[config.mk]
export PLATFORM = sky130hd
export DESIGN_NAME = timing_mode_controller
export DESIGN_NICKNAME = d
export VERILOG_FILES = /design/src/rtl/video_timing_pkg.sv /design/src/rtl/frame_end_detect.sv /design/src/rtl/timing_mode_controller.sv
export SDC_FILE = /design/constraint.sdc
export NUM_CORES = 1
export LEC_CHECK = 0
export CORE_UTILIZATION = 40
export CTS_CLUSTER_DIAMETER = 100
export CTS_CLUSTER_SIZE = 25
export DETAILED_ROUTE_END_ITERATION = 6
export GPL_TIMING_DRIVEN = 0
export MAX_ROUTING_LAYER = met4
export PLACE_DENSITY = 0.83
export SYNTH_ARGS = -nofsm -noshare
export SYNTH_HDL_FRONTEND = slang
export SYNTH_HIERARCHICAL = 1
export SYNTH_SLANG_ARGS = --single-unit
[constraint.sdc]
create_clock -name i_clk -period 10.55 [get_ports i_clk]
set_input_delay 1.055 -clock i_clk [delete_from_list [all_inputs] [get_ports i_clk]]
set_output_delay 1.055 -clock i_clk [all_outputs]
set_load 0.05 [all_outputs]
[src/rtl/video_timing_pkg.sv]
// Video-mode parameter sets and controller state encoding shared by the
// DVI timing generator and its mode controller.
package video_timing_pkg;

    localparam int TABLE_ENTRIES = 4;

    typedef struct packed {
        logic [10:0] h_active;
        logic [10:0] h_fp;
        logic [10:0] h_sync;
        logic [10:0] h_bp;
        logic [10:0] v_active;
        logic [10:0] v_fp;
        logic [10:0] v_sync;
        logic [10:0] v_bp;
        logic        h_pol;
        logic        v_pol;
    } mode_params_t;

    // Field order: h active/fp/sync/bp, v active/fp/sync/bp, h_pol, v_pol (1 = positive)
    localparam mode_params_t MODE_TABLE [TABLE_ENTRIES] = '{
        '{11'd640,  11'd16,  11'd96,  11'd48,  11'd480, 11'd10, 11'd2, 11'd33, 1'b0, 1'b0},
        '{11'd800,  11'd40,  11'd128, 11'd88,  11'd600, 11'd1,  11'd4, 11'd23, 1'b1, 1'b1},
        '{11'd1280, 11'd110, 11'd40,  11'd220, 11'd720, 11'd5,  11'd5, 11'd20, 1'b1, 1'b1},
        '{11'd1024, 11'd24,  11'd136, 11'd160, 11'd768, 11'd3,  11'd6, 11'd29, 1'b0, 1'b0}
    };

    typedef enum logic [1:0] {
        ST_HOLD,
        ST_SYNC,
        ST_RUN,
        ST_DRAIN
    } ctrl_state_t;

endpackage

[src/rtl/frame_end_detect.sv]
// Flags the cycle in which data enable falls on the last active line of a frame.
module frame_end_detect
    import video_timing_pkg::*;
(
    input  logic        i_clk,
    input  logic        i_rst,
    input  logic        i_de,
    input  logic [10:0] i_y,
    input  logic [10:0] i_v_active,
    output logic        o_frame_end
);

    logic de_d;
    logic de_q;

    always_comb begin
        de_d = i_de;
    end

    always_ff @(posedge i_clk) begin
        if (i_rst) begin
            de_q <= 1'b0;
        end else begin
            de_q <= de_d;
        end
    end

    assign o_frame_end = de_q & ~i_de & (i_y == (i_v_active - 11'd1));

endmodule

[src/rtl/timing_mode_controller.sv]
// Holds the active video mode for the timing generator and applies mode
// changes at frame boundaries with a reset/settle/startup sequence.
module timing_mode_controller
    import video_timing_pkg::*;
#(
    parameter int NUM_MODES      = 4,
    parameter int SETTLE_CYCLES  = 16,
    parameter int STARTUP_FRAMES = 2
) (
    input  logic        i_clk,
    input  logic        i_rst,
    input  logic        i_req_valid,
    input  logic [1:0]  i_req_mode,
    output logic        o_req_ready,
    output logic        o_req_err,
    input  logic        i_de,
    input  logic [10:0] i_y,
    output logic        o_tg_rst,
    output logic [10:0] o_h_active,
    output logic [10:0] o_h_fp,
    output logic [10:0] o_h_sync,
    output logic [10:0] o_h_bp,
    output logic [10:0] o_v_active,
    output logic [10:0] o_v_fp,
    output logic [10:0] o_v_sync,
    output logic [10:0] o_v_bp,
    output logic        o_h_pol,
    output logic        o_v_pol,
    output logic [1:0]  o_mode,
    output logic        o_locked,
    output logic [15:0] o_frame_count
);

    localparam int              CNT_W        = (SETTLE_CYCLES > 1) ? $clog2(SETTLE_CYCLES) : 1;
    localparam logic [CNT_W-1:0] SETTLE_LAST = CNT_W'(SETTLE_CYCLES - 1);
    localparam logic [15:0]      STARTUP_DONE = 16'(STARTUP_FRAMES);
    localparam logic [2:0]       MODE_LIMIT   = 3'(NUM_MODES);

    ctrl_state_t      state_d, state_q;
    logic [CNT_W-1:0] settle_cnt_d, settle_cnt_q;
    logic [15:0]      frame_cnt_d, frame_cnt_q;
    logic [1:0]       mode_d, mode_q;
    logic [1:0]       pend_mode_d, pend_mode_q;
    mode_params_t     params_d, params_q;
    logic             req_err_d, req_err_q;
    logic             tg_rst_d, tg_rst_q;
    logic             locked_d, locked_q;
    logic             req_ready_d, req_ready_q;

    logic frame_end;
    logic frame_end_live;
    logic accept;

    frame_end_detect u_frame_end_detect (
        .i_clk      (i_clk),
        .i_rst      (i_rst),
        .i_de       (i_de),
        .i_y        (i_y),
        .i_v_active (params_q.v_active),
        .o_frame_end(frame_end)
    );

    always_comb begin
        state_d      = state_q;
        settle_cnt_d = settle_cnt_q;
        frame_cnt_d  = frame_cnt_q;
        mode_d       = mode_q;
        pend_mode_d  = pend_mode_q;
        params_d     = params_q;
        req_err_d    = 1'b0;

        accept         = i_req_valid & req_ready_q;
        // The generator is held in reset during HOLD, so its timing is meaningless there
        frame_end_live = frame_end & (state_q != ST_HOLD);

        if (frame_end_live) begin
            frame_cnt_d = frame_cnt_q + 16'd1;
        end

        case (state_q)
            ST_HOLD: begin
                if (settle_cnt_q == SETTLE_LAST) begin
                    state_d = ST_SYNC;
                end else begin
                    settle_cnt_d = settle_cnt_q + CNT_W'(1);
                end
            end
            ST_SYNC: begin
                if (frame_end_live && (frame_cnt_d == STARTUP_DONE)) begin
                    state_d = ST_RUN;
                end
            end
            ST_RUN: begin
                if (accept) begin
                    if ({1'b0, i_req_mode} >= MODE_LIMIT) begin
                        req_err_d = 1'b1;
                    end else if (i_req_mode != mode_q) begin
                        pend_mode_d = i_req_mode;
                        state_d     = ST_DRAIN;
                    end
                end
            end
            ST_DRAIN: begin
                // Swap parameters and restart the generator in the same edge
                if (frame_end_live) begin
                    params_d     = MODE_TABLE[pend_mode_q];
                    mode_d       = pend_mode_q;
                    state_d      = ST_HOLD;
                    settle_cnt_d = '0;
                    frame_cnt_d  = '0;
                end
            end
            default: begin
                state_d = ST_HOLD;
            end
        endcase

        tg_rst_d    = (state_d == ST_HOLD);
        req_ready_d = (state_d == ST_RUN);
        locked_d    = (state_d == ST_RUN) || (state_d == ST_DRAIN);
    end

    always_ff @(posedge i_clk) begin
        if (i_rst) begin
            state_q      <= ST_HOLD;
            settle_cnt_q <= '0;
            frame_cnt_q  <= '0;
            mode_q       <= 2'd0;
            pend_mode_q  <= 2'd0;
            params_q     <= MODE_TABLE[0];
            req_err_q    <= 1'b0;
            tg_rst_q     <= 1'b1;
            locked_q     <= 1'b0;
            req_ready_q  <= 1'b0;
        end else begin
            state_q      <= state_d;
            settle_cnt_q <= settle_cnt_d;
            frame_cnt_q  <= frame_cnt_d;
            mode_q       <= mode_d;
            pend_mode_q  <= pend_mode_d;
            params_q     <= params_d;
            req_err_q    <= req_err_d;
            tg_rst_q     <= tg_rst_d;
            locked_q     <= locked_d;
            req_ready_q  <= req_ready_d;
        end
    end

    assign o_req_ready   = req_ready_q;
    assign o_req_err     = req_err_q;
    assign o_tg_rst      = tg_rst_q;
    assign o_locked      = locked_q;
    assign o_mode        = mode_q;
    assign o_frame_count = frame_cnt_q;
    assign o_h_active    = params_q.h_active;
    assign o_h_fp        = params_q.h_fp;
    assign o_h_sync      = params_q.h_sync;
    assign o_h_bp        = params_q.h_bp;
    assign o_v_active    = params_q.v_active;
    assign o_v_fp        = params_q.v_fp;
    assign o_v_sync      = params_q.v_sync;
    assign o_v_bp        = params_q.v_bp;
    assign o_h_pol       = params_q.h_pol;
    assign o_v_pol       = params_q.v_pol;

endmodule

==> run summary, run 1 <==
Y dimension of the die: 91.0 um. The signal on the critical path passes through clkdlybuf4s50_1 > nand3_1 > a221oi_1 > a41oi_1 > or4_1 > a211oi_2 > nor2b_1 > inv_1 > clkbuf_1 > clkbuf_1 > ha_1 > nand2_1 > nor3_1 > o211ai_1 > nor4_2 > o21ai_1 > and2_1. The number of setup buffers added after CTS is 0. The first-pass GRT wire length is 12.3 mm, and the post-synthesis instance area is 3170 um^2.

The most common flop cell mapped by yosys was sky130_fd_sc_hd__dfxtp_1. After routing, the total negative slack on setup checks comes to 0 ns. The total number of vias came out at 2,969.

The final count of hold timing violations is 0. The logs give 60 for the distinct cell type count after synthesis and 2 for the total number of H-tree levels. Number of remaining DRC errors: 2. TritonCTS built the clock tree.

The initial cell density of the core was 0.412; the transition time at the pin with the least slew margin was 0.569 ns. Max-cap violations in this run came to 0. The logs give 0.188 GHz for the highest clock rate and 129 for the I/O pin count. The number of hold buffers added after CTS was 0. The synthesized area per cell works out to 7.86 um^2.

The peak per-stage delay on the critical path is 0.57 ns, and the number of nets with antenna violations after routing is 0. In this run the critical register-to-register path is launched from o_h_active[5]. The smallest clock period supported by the final layout is computed as 5.32 ns. Setup slack on the critical path of the routed design comes to 5.23 ns. Buffers inserted during clock tree synthesis total 5. The fraction of synthesis flops using an asynchronous set or reset pin was 0; the count of input and output buffers was 80. The die covers 8280 um^2.

The finished layout holds 653 standard cells, fillers aside. The logs give 6 for the number of iterations in the first detailed-routing pass and 32 for the number of rows in the core area. The antenna cell count was 0.

The library cells used most frequently in the layout, excluding fill and tap cells, are 80 x sky130_fd_sc_hd__buf_4, 80 x sky130_fd_sc_hd__clkdlybuf4s50_1, 62 x sky130_fd_sc_hd__conb_1. Clock transition at the registers of the reported paths: 0.08 ns. The tools report the overall fraction of global-route tracks in use as 0.187. The tools report the critical path required time as 10.75 ns. The share of the synthesized area in the top cell type works out to 0.253. The total placed cells including tap cells was 646; the horizontal extent of the die was 91.0 um.

The sequential area share after synthesis was 0.253. Once detailed placement completed, the half-perimeter wirelength came to 5.75 mm. The layout has 718 filler cells.

The final layout contains 583 nets. The layout cell share with drive strength beyond 1 was 0.200; the placed instance area was 4330 um^2. The synthesized design contains 40 register bits. The run finished, with violations left.

The cell count of the worst hold path was 2. The startpoint identified for the worst hold timing path is o_v_bp[3]. The final weighted congestion in routability-driven placement was 0.932. Data arrives at the worst endpoint at 5.52 ns. Entering global routing, the biggest net connects 13 pins.

For the headroom to the max-slew limit, the log shows 0.611. Setup repair after global routing left no endpoint under its margin. STA classifies the critical path startpoint as a primary input. After floorplanning, the core was sized to cover 7690 um^2.

The fraction of the cycle the final worst path needs is 0.504, and the register-to-register setup slack is 5.74 ns. The most repeated library cell on the critical path was sky130_fd_sc_hd__clkbuf_1. The power density over cell area was 93.1 nW/um^2; the number of warnings reported in the yosys synthesis log was 6. Path class of the lowest-slack min-delay path: reg2reg. Relative to the synthesized area, the layout overhead comes to 40.6%. The setup path with the least slack is of type in2reg. The endpoint with the worst hold slack is o_v_bp[3]. For the leakage power, the log shows 1.92 nW. The worst setup path is captured at a flop.

The run gives 0 as the initial antenna violation count. In this run, synthesis inferred 0 flip-flops with an integrated enable. The number of global-route vias before repair was 2,659. The endpoint identified for the worst register-to-register timing path is state_q[0]. The routed wirelength normalized by instance count was 11.2 um; the clock sink count was 40. The number of setup violations in the final report is 0. Biggest area consumer among synthesized cells: sky130_fd_sc_hd__dfxtp_1. The buffer depth of the longest clock path was 2. The checks that failed: DRC. The worst-skew pair later-pin latency was 0.30 ns. Yosys attributes the largest share of cell area to sky130_fd_sc_hd__dfxtp_1 25%, sky130_fd_sc_hd__buf_4 19%, sky130_fd_sc_hd__ha_1 5.9%.

The slowest stage of the critical path belongs to the cell sky130_fd_sc_hd__or4_1. After detailed routing, the number of vias per cell comes to 4.55. For this run the aggregate overflow at the end of global routing stands at 0. The count of instances resized after the clock tree is built was 0; the total length of routed wires was 7.31 mm. In this run the clock root is driven by a sky130_fd_sc_hd__clkbuf_8. The highest net fanout along the worst path is 10, and the number of pins with negative max-slew slack in the final report is 0. For the final standard cell area without fillers, the log shows 4450 um^2. For the worst flop-to-flop path, the logic depth is 16. The clock arrives with 0.00795 ns of skew. Violation count after the first detailed-route iteration: 115.

Before CTS, the worst setup slack after placement is 4.98 ns. The logs give 403 for the post-synthesis cell count and 55.6 uV for the maximum ir drop on the vdd rail.
-- logic make-up after synthesis --
group | count (synthesis) | synth area share
compound gates | 69 | 0.139
xor+xnor | 28 | 0.0774
fa+ha+maj | 15 | 0.0592
buf+inv | 108 | 0.225
flops | 40 | 0.253
mux | 5 | 0.0162
other cells | 1 | 0.00118
simple gates | 137 | 0.229
-- report_power, final --
part	switching, mW	total, mW	internal, mW
logic	0.0679	0.106	0.0376
registers	0.00591	0.163	0.157
clock network	0.0534	0.146	0.0931
total	0.127	0.415	0.287
-- state kept, by name (all words and copies together) (netlist names), 2 cells and up --
signal         flops
o_frame_count     16
o_h_active         4
o_h_fp             3
o_h_sync           2
o_v_bp             2
pend_mode_q        2
settle_cnt_q       4
state_q            2
-- Yosys cell counts (all sizes together), types with 2 or more instances --
| cell type | instances |
|---|---|
| buf | 86 |
| dfxtp | 40 |
| nor2 | 38 |
| nand2 | 35 |
| a21oi | 20 |
| xnor2 | 18 |
| o21ai | 16 |
| ha | 15 |
| nor3 | 15 |
| inv | 12 |
| nand3 | 12 |
| a31oi | 10 |
| clkbuf | 10 |
| xor2 | 10 |
| nand4 | 5 |
| o211ai | 5 |
| mux2i | 4 |
| nor2b | 4 |
| nor4 | 4 |
| a211oi | 3 |
| and2 | 3 |
| nand4b | 3 |
| nor3b | 3 |
| or4 | 3 |
| or4b | 3 |
| a2bb2oi | 2 |
| a41oi | 2 |
| nand3b | 2 |
| o21a | 2 |
| or2 | 2 |
-- cell type report --
cell class,count,area (um^2),area share
flip-flops and latches,40,801,0.180
clock inverters,2,60.1,0.0135
repair buffers,80,801,0.180
plain buffers,96,667,0.150
inverters,12,45.0,0.0101
well taps,102,128,0.0287
multi-input cells,316,1880,0.423
clock buffers,5,68.8,0.0154
-- how the worst max path moves through the flow --
stage	start	to	slack, ns
floorplan	i_y[4]	state_q[0]	6.28
global placement	i_y[2]	state_q[0]	5.02
detailed placement	i_y[2]	state_q[0]	4.98
CTS	i_y[2]	state_q[0]	5.28
global route	i_y[2]	state_q[0]	4.87
finish	i_y[2]	state_q[0]	5.23
-- critical path: cells and delay by family --
kind | cells | cell delay, ns
simple gates | 7 | 1.84
compound gates | 5 | 1.04
fa+ha+maj | 1 | 0.37
buf+inv | 4 | 1.20
-- stage by stage --
stage               hold slack [ns]  total power, mW   util
global route                  0.485            0.435  0.579
finish                        0.465            0.415  0.579
CTS                           0.468            0.417  0.579
global placement              0.449            0.268  0.563
floorplan                     0.477            0.253      -
detailed placement            0.457            0.271  0.563
-- routing by layer --
| metal | wire length [um] | vias up | track usage |
|---|---|---|---|
| li1 | - | 1544 | - |
| met1 | 3230 | 1307 | 0.217 |
| met2 | 3540 | 112 | 0.324 |
| met3 | 469 | 6 | 0.0486 |
| met4 | 72 | 0 | 0.0397 |
| met5 | 0 | - | - |
No activity file was read; power rests on OpenSTA's default activity.
==> inputs of run 2 (changes only) <==
Settings changed: PLACE_DENSITY 0.83 to 0.86.
Clock period 10.55 ns to 4.5 ns, I/O delays scaled along.
==> run summary, run 2 (synthesis gave the netlist of run 1 again) <==
The run finished with clean final reports. Clock tree synthesis found a total of 40 sinks. After detailed routing, the number of vias per cell comes to 4.65. The first global-routing pass estimated 12.9 mm of wire. Setup violations remaining at the end of the flow were counted as 0. The clock passes through at most 2 buffers.

The antenna cell count is 0, and the clock transition at the registers of the reported paths is 0.08 ns. The count of filler cells inserted in the layout was 716; the placeable core region was 7690 um^2. The design draws 926 uW. The finished layout holds 658 standard cells, fillers aside.

The worst setup path is captured at a flop. The tool flagged a number of max-cap violations equal to 0. TritonCTS built the clock tree.

The fraction of the cycle the final worst path needs was 0.942. The first detailed-routing pass took 7 iterations. For the pin with the worst max-slew slack, the measured transition is 0.633 ns. On the worst path, the slowest cell contributes a delay of 0.56 ns.

Kind of start point of the critical path: a flop. Final count of hold timing violations: 0. Measured in cells, the most critical reg-to-reg path has a length of 15. The total CTS buffers is 5, and the total number of vias is 3,058. The run gives 0.476 ns as the final worst hold slack. Startpoint-to-endpoint class of the critical path: reg2reg. Walking the worst path, the cells encountered are or4b_4 > nor3b_2 > xnor2_1 > or4_1 > a211oi_4 > nor2b_4 > clkinvlp_4 > buf_2 > ha_1 > nand2_1 > nor3_1 > o211ai_1 > nor4_4 > o21ai_1 > and2_1. The die covers 8280 um^2. Launch point of the worst reg-to-reg path: o_h_active[5]. Path class of the lowest-slack min-delay path: reg2reg. In this run the core area contains 32 standard-cell rows. For hold timing, the worst endpoint is o_v_bp[3]. Summed over all cells, the static leakage comes to 1.93 nW. Leaving out fill and tap cells, the most frequent cells in the layout are 85 x sky130_fd_sc_hd__buf_4, 80 x sky130_fd_sc_hd__clkdlybuf4s50_1, 62 x sky130_fd_sc_hd__conb_1. The final layout contains routed wiring with a total length of 7.73 mm. Input and output buffers added on the ports amount to 80. Across all setup checks in the final design, the least slack found is 0.262 ns. The detailed-placement wirelength estimate came out at 5.98 mm.

The number of global-route vias before repair came out at 2,782. The worst register-to-register path has a setup slack of 0.26 ns. For the critical path required time, the log shows 4.69 ns. Relative to the synthesized area, the layout overhead comes to 42.1%. The tools report the final weighted congestion in routability-driven placement as 0.960. The horizontal extent of the die came out at 91.0 um. The clock root buffer was sky130_fd_sc_hd__clkbuf_8. The initial antenna violation count came out at 0. The worst hold path passes through 2 cells. Final period demand of the worst path: 4.24 ns.

Setup repair after global routing left no endpoint under its margin. Power density over cell area: 206 nW/um^2. The later pin in the worst-skew pair is clocked with a latency of 0.30 ns.

The most common cell after layout, fill and taps aside is sky130_fd_sc_hd__buf_4. 129 I/O pins were placed. The tools report the highest clock rate as 0.236 GHz.

The slowest stage cell on the critical path was sky130_fd_sc_hd__or4b_4. Minimum setup slack after placement: -0.535 ns. The run gives 0 as the number of remaining DRC errors. For the worst setup path, the data arrival time is 4.42 ns. The clock arrives with 0.0107 ns of skew. The run gives 0.412 as the initial cell density of the core.

Measured along the y axis, the die boundary spans 91.0 um. Layout cell share with drive strength beyond 1: 0.218. The logs give 0 for the number of pins with negative max-slew slack in the final report and 587 for the final layout net count. Headroom to the max-slew limit: 0.567.

The tools report the critical register-to-register path endpoint as state_q[0]. The run gives 2 as the total number of H-tree levels. The fraction of the core area covered by cells at the end of the flow is 0.586. The startpoint identified for the worst hold timing path is o_v_bp[3]. The logs give 0.195 for the overall fraction of global-route tracks in use and 157 for the violation count after the first detailed-route iteration.

Counting tap cells, the placed design contains a total of 646 instances. The highest net fanout along the worst path works out to 10. The number of flip-flops in the largest register is 16, and the pin count of the biggest net entering global routing is 14. The count of nets left with antenna violations once routing finished came out at 0. IR analysis of the VDD net gives a maximum drop of 108 uV.

The total overflow reported by the global router is 0, and the routed wirelength normalized by instance count is 11.7 um.
## run 2: changes by cell type in the layout (fill, tap and decap cells not counted), sizes merged
cell / change
buf: +6
bufinv: -1
clkbuf: -2
clkinv: +1
clkinvlp: +2
inv: -1
## run 2: layout make-up
class | count | area [um^2] | share of cell area
multi-input combinational | 316 | 1910 | 0.424
buffer | 95 | 664 | 0.148
clock buffer | 5 | 68.8 | 0.0153
sequential | 40 | 803 | 0.178
timing repair buffer | 85 | 838 | 0.186
tap | 102 | 128 | 0.0283
clock inverter | 3 | 42.5 | 0.00945
inverter | 12 | 48.8 | 0.0108
## run 2: metal layers
metal  part of all wire  track usage
met1               0.42        0.231
met2               0.50        0.345
met3              0.072       0.0360
met4             0.0096       0.0397
met5                  0            -
## run 2: critical path: cells and delay by family (launching register included)
kind | cells | cell delay [ns]
AO/OA/AOI/OAI | 3 | 0.60
XOR/XNOR | 1 | 0.10
adder cells (fa/ha/maj) | 1 | 0.32
buffers and inverters | 2 | 0.39
flip-flops | 1 | 0.38
AND/OR/NAND/NOR | 8 | 2.34
## run 2: per-stage QoR
step,area (um^2),setup TNS [ns]
after global placement,4330,-1.28
after global routing,4500,0
final,4500,0
after CTS,4460,0
after detailed placement,4330,-1.74
after floorplan,3400,0
## run 2: what timing repair did
action / in CTS / in global routing
pin swaps: 0 / 2
gates resized for setup: 4 / 5
buffers inserted: 0 / 5
endpoints found under the setup margin: 4 / 4
hold buffers: 0 / 0
## run 2: worst max path at each step
stage / cells past startpoint / end / slack (ns) / startpoint
3_5_place_dp: 17 / state_q[0] / -0.54 / i_y[2]
6_report: 15 / state_q[0] / 0.26 / o_h_active[5]
3_3_place_gp: 17 / state_q[0] / -0.42 / i_y[2]
2_1_floorplan: 16 / state_q[0] / 0.38 / o_h_active[5]
4_1_cts: 16 / state_q[0] / 0.04 / o_h_active[5]
5_1_grt: 16 / state_q[0] / 0.04 / i_y[2]
## run 2: power by group
part / switching, mW / internal, mW / total [mW]
Combinational: 0.162 / 0.0881 / 0.250
Sequential: 0.0143 / 0.367 / 0.382
Clock: 0.130 / 0.164 / 0.294
Total: 0.306 / 0.620 / 0.926
